File: src/rtl/uart_in_feeder_if.sv
// Purpose: host-side push handshake plus the SimTop UART input request/response pair.
// Latency: pure wiring, no state.
// Backpressure: host_ready gates host_valid; uart_in_valid is never stalled.
//
// Signals:
//   host_valid / host_ch / host_ready : character offered by the host, accepted on valid && ready
//   uart_in_valid / uart_in_ch        : SimTop byte request and the byte returned in the same cycle
interface uart_in_feeder_if;
  logic       host_valid;
  logic [7:0] host_ch;
  logic       host_ready;
  logic       uart_in_valid;
  logic [7:0] uart_in_ch;

  // master: host poller + SimTop side; slave: the feeder
  modport master (
    output host_valid,
    output host_ch,
    output uart_in_valid,
    input  host_ready,
    input  uart_in_ch
  );

  modport slave (
    input  host_valid,
    input  host_ch,
    input  uart_in_valid,
    output host_ready,
    output uart_in_ch
  );
endinterface

File: src/rtl/uart_in_feeder.sv
// Purpose: answers each SimTop UART input request with the next host-queued byte, or 0xFF if none.
// Latency: uart_in_ch is combinational from registered state (zero-cycle answer); a pushed byte is visible next cycle.
// Backpressure: host_ready drops while the FIFO is full; requests are never stalled, only starved with 0xFF.
//
// Ports:
//   clock, reset (async, active-low)
//   bus           : uart_in_feeder_if.slave (host push handshake, UART request/response)
//   fifo_count    : current occupancy, 0..DEPTH
//   served_count  : saturating count of requests answered with queued data
//   starved_count : saturating count of requests answered with 0xFF
module uart_in_feeder #(
  parameter int DEPTH      = 16,
  parameter int GAP_CYCLES = 0,
  parameter int CNT_W      = 32
) (
  input  logic                     clock,
  input  logic                     reset,
  uart_in_feeder_if.slave          bus,
  output logic [$clog2(DEPTH):0]   fifo_count,
  output logic [CNT_W-1:0]         served_count,
  output logic [CNT_W-1:0]         starved_count
);

  localparam int AW = $clog2(DEPTH);
  // gap counter only needs to hold GAP_CYCLES; keep at least one bit when pacing is off
  localparam int GW = (GAP_CYCLES > 0) ? $clog2(GAP_CYCLES + 1) : 1;
  localparam logic [GW-1:0] GAP_LOAD = GW'(GAP_CYCLES);
  localparam logic [AW:0]   DEPTH_C  = (AW + 1)'(DEPTH);

  logic [7:0]    mem [DEPTH];
  logic [AW-1:0] rd_ptr;
  logic [AW-1:0] wr_ptr;
  logic [GW-1:0] gap_cnt;

  logic full;
  logic avail;
  logic pop;
  logic starve;
  logic push;

  // Full/empty come from the registered occupancy, so a pop in the same
  // cycle never frees a slot for a push while full.
  assign full  = (fifo_count == DEPTH_C);
  assign avail = (fifo_count != '0) && (gap_cnt == '0);

  assign pop    = bus.uart_in_valid && avail;
  assign starve = bus.uart_in_valid && !avail;
  assign push   = bus.host_valid && !full;

  assign bus.host_ready = !full;

  // Answer is independent of uart_in_valid; no write-through bypass, so a
  // byte pushed into an empty FIFO appears only after the edge.
  always_comb begin
    bus.uart_in_ch = 8'hFF;
    if (avail) begin
      bus.uart_in_ch = mem[rd_ptr];
    end
  end

  // Storage carries no reset: reset empties the FIFO through the pointers.
  always_ff @(posedge clock) begin
    if (push) begin
      mem[wr_ptr] <= bus.host_ch;
    end
  end

  always_ff @(posedge clock or negedge reset) begin
    if (!reset) begin
      rd_ptr     <= '0;
      wr_ptr     <= '0;
      fifo_count <= '0;
    end else begin
      if (push) begin
        wr_ptr <= wr_ptr + 1'b1;
      end
      if (pop) begin
        rd_ptr <= rd_ptr + 1'b1;
      end
      case ({push, pop})
        2'b10:   fifo_count <= fifo_count + 1'b1;
        2'b01:   fifo_count <= fifo_count - 1'b1;
        default: fifo_count <= fifo_count;
      endcase
    end
  end

  // A pop reloads the gap; otherwise it drains to zero. With G loaded, the
  // next pop lands G+1 cycles after the previous one.
  always_ff @(posedge clock or negedge reset) begin
    if (!reset) begin
      gap_cnt <= '0;
    end else if (pop) begin
      gap_cnt <= GAP_LOAD;
    end else if (gap_cnt != '0) begin
      gap_cnt <= gap_cnt - 1'b1;
    end
  end

  // Statistics hold at all-ones instead of wrapping.
  always_ff @(posedge clock or negedge reset) begin
    if (!reset) begin
      served_count  <= '0;
      starved_count <= '0;
    end else begin
      if (pop && (served_count != '1)) begin
        served_count <= served_count + 1'b1;
      end
      if (starve && (starved_count != '1)) begin
        starved_count <= starved_count + 1'b1;
      end
    end
  end

endmodule

File: src/flat_wrapper.sv
// flat-port wrapper written by rule: the top's interface ports become plain ports
module uart_in_feeder_flat 
#(
  parameter int DEPTH      = 16,
  parameter int GAP_CYCLES = 0,
  parameter int CNT_W      = 32
)
  (clock, reset, fifo_count, served_count, starved_count, bus_host_valid, bus_host_ch, bus_uart_in_valid, bus_host_ready, bus_uart_in_ch);
  uart_in_feeder_if bus_i ();
  input  logic clock;
  input  logic reset;
  output logic [$clog2(DEPTH):0] fifo_count;
  output logic [CNT_W-1:0] served_count;
  output logic [CNT_W-1:0] starved_count;
  input wire logic [$bits(bus_i.host_valid)-1:0] bus_host_valid;
  input wire logic [$bits(bus_i.host_ch)-1:0] bus_host_ch;
  input wire logic [$bits(bus_i.uart_in_valid)-1:0] bus_uart_in_valid;
  output wire logic [$bits(bus_i.host_ready)-1:0] bus_host_ready;
  output wire logic [$bits(bus_i.uart_in_ch)-1:0] bus_uart_in_ch;
  assign bus_i.host_valid = bus_host_valid;
  assign bus_i.host_ch = bus_host_ch;
  assign bus_i.uart_in_valid = bus_uart_in_valid;
  assign bus_host_ready = bus_i.host_ready;
  assign bus_uart_in_ch = bus_i.uart_in_ch;
  uart_in_feeder #(.DEPTH(DEPTH), .GAP_CYCLES(GAP_CYCLES), .CNT_W(CNT_W)) u_core (.clock(clock), .reset(reset), .bus(bus_i), .fifo_count(fifo_count), .served_count(served_count), .starved_count(starved_count));
endmodule
File: config.mk
export PLATFORM = sky130hd
export DESIGN_NAME = uart_in_feeder_flat
export DESIGN_NICKNAME = d
export VERILOG_FILES = /design/src/rtl/uart_in_feeder_if.sv /design/src/rtl/uart_in_feeder.sv /design/src/flat_wrapper.sv
export SDC_FILE = /design/constraint.sdc
export NUM_CORES = 1
export LEC_CHECK = 0
export ABC_CLOCK_PERIOD_IN_PS = 3640
export CAP_MARGIN = 20
export CORE_AREA = 2 2 175 177
export CTS_BUF_LIST = sky130_fd_sc_hd__clkbuf_4
export CTS_CLUSTER_DIAMETER = 200
export DETAILED_ROUTE_END_ITERATION = 7
export DIE_AREA = 0 0 177 179
export PLACE_DENSITY_LB_ADDON = 0.3
export REMOVE_ABC_BUFFERS = 1
export SETUP_SLACK_MARGIN = 0.15
export SYNTH_ARGS = -nofsm -noshare
export SYNTH_HDL_FRONTEND = slang
export SYNTH_SLANG_ARGS = --single-unit
File: constraint.sdc
create_clock -name clock -period 3.64 [get_ports clock]
set_input_delay 0.728 -clock clock [delete_from_list [all_inputs] [get_ports clock]]
set_output_delay 0.728 -clock clock [all_outputs]
set_load 0.01 [all_outputs]
* Word-level counts from Yosys, hierarchy flattened
Memories as Yosys holds them, arrays and structs flattened.
Cells that the tools add are included.
** Word-level totals
- Bits in registers :: 78
- RAM bits :: 128
- Input port bits :: 12
- Output and inout bits :: 78
- Memories kept :: 1
** Operators by class
- Add/sub/neg operators :: 7
- Equal/unequal tests :: 5
- Multiplexer cells :: 6
- Bitwise logic cells :: 1
- Reduce and logical (&&, ||, !) cells :: 10
** Memories
- u_core.mem :: words 16, width 8, read ports 1, clocked after Yosys merged registers in 0, wr ports 1, RTL line uart_in_feeder.sv:30 : logic [7:0] mem [DEPTH];
** Operators by type and width (number)
- adder 32 x 1 -> 32 bit, second input constant :: 2
- inequality test 32 bit, second input constant :: 2
- case mux 5 bit (2 select lines) :: 1
- adder 4 x 1 -> 4 bit, second input constant :: 2
- 2-to-1 mux 8 bit :: 1
- logical AND 1 bit :: 6
- adder 5 x 1 -> 5 bit, second input constant :: 1
- == test 5 bit, second input constant :: 1
- nonzero test 5 bit :: 1
- subtractor 5 x 1 -> 5 bit, second input constant :: 1
- 2-to-1 mux 1 bit :: 4
- == test 2 x 1 -> 1 bit, second input constant :: 1
- == test 2 bit, second input constant :: 1
- zero test 1 bit :: 2
- nonzero test 2 bit :: 1
- NOT 1 bit :: 1
- subtractor 1 bit, second input constant :: 1

* Longest topological paths before layout
- Word-level depth :: 5
- Mapped depth :: 15
- Depth with buffers taken out :: 12

* Worst setup path before layout
No wires, ideal clock.
- Path type :: register to register
- Start point :: register u_core.fifo_count[1]
- End point :: register u_core.fifo_count[4]
- Arrival time :: 3.323 ns
- Path slack :: 0.237 ns
- Stages on the path, launching flop included :: 15
- Clock period less this slack :: 3.403 ns
- Path through :: dfrtp_1 > clkbuf_1 > or4_1 > o21ai_0 > clkbuf_1 > inv_1 > ha_1 > clkbuf_1 > xor2_1 > ha_1 > inv_1 > o21ai_0 > a21o_1 > a221oi_1 > xnor2_1
** On the way
- Cells in the longest elaborated chain, start to end :: 5
- Elaborated cells between the ends (all ways) :: 12
- Those cells by class :: 2 x add/sub; 3 x eq/ne; 1 x mux; 6 x reduce/logical
** Ends and longest elaborated chain
- start, declared :: RTL line uart_in_feeder.sv:19 : output logic [$clog2(DEPTH):0] fifo_count,
- start signal, assigned :: RTL line uart_in_feeder.sv:81 : 2'b10: fifo_count <= fifo_count + 1'b1;
- start signal, assigned :: RTL line uart_in_feeder.sv:82 : 2'b01: fifo_count <= fifo_count - 1'b1;
- start signal, assigned :: RTL line uart_in_feeder.sv:83 : default: fifo_count <= fifo_count;
- nonzero test 5 bit (*) :: RTL line uart_in_feeder.sv:44 : assign avail = (fifo_count != '0) && (gap_cnt == '0);
- logical AND 1 bit (*) :: RTL line uart_in_feeder.sv:44
- logical AND 1 bit (*) :: RTL line uart_in_feeder.sv:46 : assign pop = bus.uart_in_valid && avail;
- named net u_core.pop :: RTL line uart_in_feeder.sv:37 : logic pop;
- == test 2 x 1 -> 1 bit or == test 2 bit (tied branches) :: RTL line uart_in_feeder.sv:80 : case ({push, pop})
- case mux 5 bit (2 select lines) or nonzero test 2 bit (tied branches)
The timed path passes the listed nets; every way through them passes the cells marked *.
A chain may end at the register's enable or synchronous reset.

* Worst setup path after layout
- Start point :: register u_core.rd_ptr[0]
- End point :: output bus_uart_in_ch[4]
** On the way
- Cells in the longest elaborated chain, start to end :: 2
** Ends and longest elaborated chain
- start, declared :: RTL line uart_in_feeder.sv:31 : logic [AW-1:0] rd_ptr;
- start signal, assigned :: RTL line uart_in_feeder.sv:78 : rd_ptr <= rd_ptr + 1'b1;
- memory (16 x 8 bit)
- 2-to-1 mux 8 bit :: RTL line uart_in_feeder.sv:56 : if (avail) begin
- end, declared :: RTL line flat_wrapper.sv:19 : output wire logic [$bits(bus_i.uart_in_ch)-1:0] bus_uart_in_ch;
Every way passes these cells.

==> flow_summary.toml <==
[detailed_routing]
drc = 0
vias = 5572
dr.pass1.iters = 4
drt_first_iter_violations = 345
wl_per_cell_um = 17.9
routed_wl_um = 21300
ant_nets = 0
vias_per_cell = 4.67

[outcome]
status = "complete, no violations"

[yosys]
yosysSeqAreaShare_pct = 65.1
ys.warnings.count = 0
netlist_area_um2 = 8860
syn_inst = 589
synth_ff_type = "edfxtp_1"
synthArstFlopShare_pct = 37.6
synth_top_area_cell = "edfxtp_1"
synth.top_cell.area_share_pct = 43.4
synth_edf_count = 128
synth.avg_cell_area_um2 = 15.0
yosysUniqueCellTypes = 42
ys_ff_latch = 205
synthTopCellsByArea = "edfxtp_1 43%, dfrtp_1 22%, mux4_2 10%"

[critical_path]
reg2reg_depth = 11
crit_top_cell = "buf_6"
timing.rr.end = "u_core.fifo_count[4]"
cp-start-kind = "register"
crit_fanout = 4
cp_top_family = "multiplexers"
path_class = "reg2out"
rrSetupSlack_ns = 0.61
max_stage_delay_ns = 0.45
cp_data_arrival_time_ns = 2.87
startpoint = "u_core.rd_ptr[0]"
slowest_stage = "mux4_2"
required_ns = 2.91
endpoint_kind = "primary output"
worst-path-buf-inv = 5
r2r_start = "u_core.fifo_count[1]"
path_cells = "buf_6 -> buf_6 -> buf_12 -> buf_16 -> mux4_2 -> mux4_2 -> or2_4 -> buf_6"

[die]
start_util_pct = 29.5
die_w_um = 177
dieArea_um2 = 31700
ioPinCount = 90
fp-row-count = 64
core_um2 = 30000
die_y_um = 179

[timing]
setup_viol = 0
slew_violations = 0
fmax_ghz = 0.278
fin_skew_ns = 0.0775
rsz0062_at_grt = "true"
hold_violations = 0
tightestPinTransition_ns = 0.816
maxSlewHeadroom_pct = 45.1
fin_crit_ns = 3.59
period_share_pct = 98.7

[pwr]
finalPower_w = 0.00755
p_switching_w = 0.00225
intPower_w = 0.00530
power.leakage_nw = 4.27
irDropWorstVdd_v = 0.000443
switching_share_pct = 29.8
power_density_nw_per_um2 = 661
clkPwrFrac_pct = 27.2
combPwrFrac_pct = 33.1
seqPwrFrac_pct = 39.8

[grt]
antenna_found_initial = 0
grt_usage_pct = 13.8
grt_pass1_vias = 5746
grt_pass1_wl_um = 33000
grt_max_degree = 78
gr-total-overflow = 0

[finish]
num-nets-final = 782
diodes = 0
final_util_pct = 38.1
synthToLayoutAreaGrowth_pct = 28.9
finalInstanceArea_um2 = 11400
layout.cells.non_filler = 1194
drive_above_1_share_pct = 24.9
fillCellCount = 2907

[clock_tree]
root_buffer = "clkbuf_4"
clkLatencyLatePin_ns = 0.71
cts.reportedPaths.clkPinSlew_ns = 0.06
cts_tree = "built"
cts.sink_count = 205
cts_buffers = 56
clockBufferDepth = 3
cts_max_level = 2

[placement]
hpwl_um = 13300
globalplace.congestion = 0.733
dp_cells = 1083
place_area_um2 = 10400
io_buffers = 89

[min_path]
min_from = "u_core.served_count[21]"
hold_depth = 1
whs_endpoint = "u_core.served_count[21]"
hold_class = "reg2reg"

[flow_run]
max_cap_viol_count = 0
## state kept, by name, summed over array words and instances (netlist names)
signal	cells
u_core.served_count	32
u_core.rd_ptr	4
u_core.wr_ptr	4
u_core.fifo_count	5
u_core.mem	128
u_core.starved_count	32
## worst max path at each step
stage	endpoint	slack, ns	depth (start not counted)
floorplan	bus_uart_in_ch[0]	0.08	3
global placement	bus_uart_in_ch[7]	0.44	5
detailed placement	bus_uart_in_ch[0]	0.43	5
CTS	bus_uart_in_ch[2]	-0.03	8
global route	bus_uart_in_ch[4]	-0.07	8
finish	bus_uart_in_ch[4]	0.05	8
## synthesized netlist by cell type (2+ instances only)
| master | n |
|---|---|
| or2_2 | 9 |
| dfrtp_1 | 77 |
| inv_1 | 10 |
| nand2_1 | 37 |
| o21ai_0 | 6 |
| nand2b_1 | 5 |
| mux4_2 | 40 |
| a31oi_1 | 2 |
| mux2_2 | 4 |
| or4_1 | 4 |
| edfxtp_1 | 128 |
| ha_1 | 11 |
| and3_1 | 8 |
| nor3_1 | 19 |
| nor4_1 | 10 |
| nand4_1 | 28 |
| clkbuf_1 | 14 |
| or3_1 | 2 |
| xor2_1 | 31 |
| xnor2_1 | 40 |
| a21o_1 | 2 |
| o211ai_1 | 2 |
| nor2_1 | 30 |
| and4_1 | 3 |
| nor4_2 | 2 |
| buf_1 | 7 |
| and2_1 | 5 |
| nor4b_1 | 2 |
| a21oi_1 | 5 |
| nand3_1 | 34 |
## placed cells by master, fill, tap and decap left out, types with 3 or more instances in the layout
cell	n
o21ai_0	6
nor4_1	10
clkdlybuf4s50_1	80
buf_16	5
a21oi_1	5
and4_1	3
nand2_1	37
nand2b_1	5
ha_1	11
clkinv_1	11
and3_1	8
nand4_1	28
buf_4	32
buf_12	4
nor3_1	19
clkbuf_4	81
and2_1	5
mux4_2	40
inv_1	10
nand3_1	34
buf_6	11
dfrtp_1	76
xnor2_1	40
or2_4	8
xor2_1	31
or4_1	4
nor2_1	30
edfxtp_1	128
mux2_2	4
## per-layer routing
layer  vias to the layer above  track usage, %  share of wire, %
li1                       2627               -                 -
met1                      2740            17.0                42
met2                       171            24.1                50
met3                        34            3.07               6.1
met4                         0            4.34               1.7
met5                         -               0                 0
## per-stage QoR
step / setup TNS, ns / hold WS, ns / setup WS, ns
detailed placement: 0 / 0.483 / 0.429
global route: -0.337 / 0.491 / -0.0728
floorplan: 0 / 0.432 / 0.0758
CTS: -0.0885 / 0.204 / -0.0287
finish: 0 / 0.489 / 0.0461
global placement: 0 / 0.478 / 0.439
## cell families after synthesis
family	count (synthesis)	synth area share (%)
AOI/OAI and AO/OA	22	1.55
xor gates and xnor gates	71	7.02
adders and majority gates	11	1.55
buffers and inverters	32	1.44
and+or+nand+nor	204	12.7
muxes	44	10.7
DFF	205	65.1
## timing repair
action | 4_1_cts | 5_1_grt
endpoints found under the hold margin | 0 | 25
pin swaps | 2 | 1
cloned | 4 | 1
setup buffers | 6 | 1
hold buffers | 0 | 1
resized for setup | 52 | 3
endpoints found under the setup margin | 8 | 8
## power groups by stage
stage | Sequential (W) | Clock (W) | Combinational (W)
6_report | 0.00300 | 0.00205 | 0.00250
5_1_grt | 0.00304 | 0.00227 | 0.00269
4_1_cts | 0.00301 | 0.00214 | 0.00249
3_5_place_dp | 0.00305 | 0 | 0.00212
3_3_place_gp | 0.00304 | 0 | 0.00211
2_1_floorplan | 0.00316 | 0 | 0.00107
## cell type report
class / instances / area (um^2) / share of cell area, %
tap: 396 / 495 / 4.34
timing repair buffer: 134 / 1420 / 12.4
clock buffer: 81 / 608 / 5.32
sequential: 205 / 5770 / 50.5
clock inverter: 16 / 110 / 0.964
multi-input combinational: 352 / 2990 / 26.1
inverter: 10 / 37.5 / 0.329
Note: power is estimated with default switching activity, not from simulation.
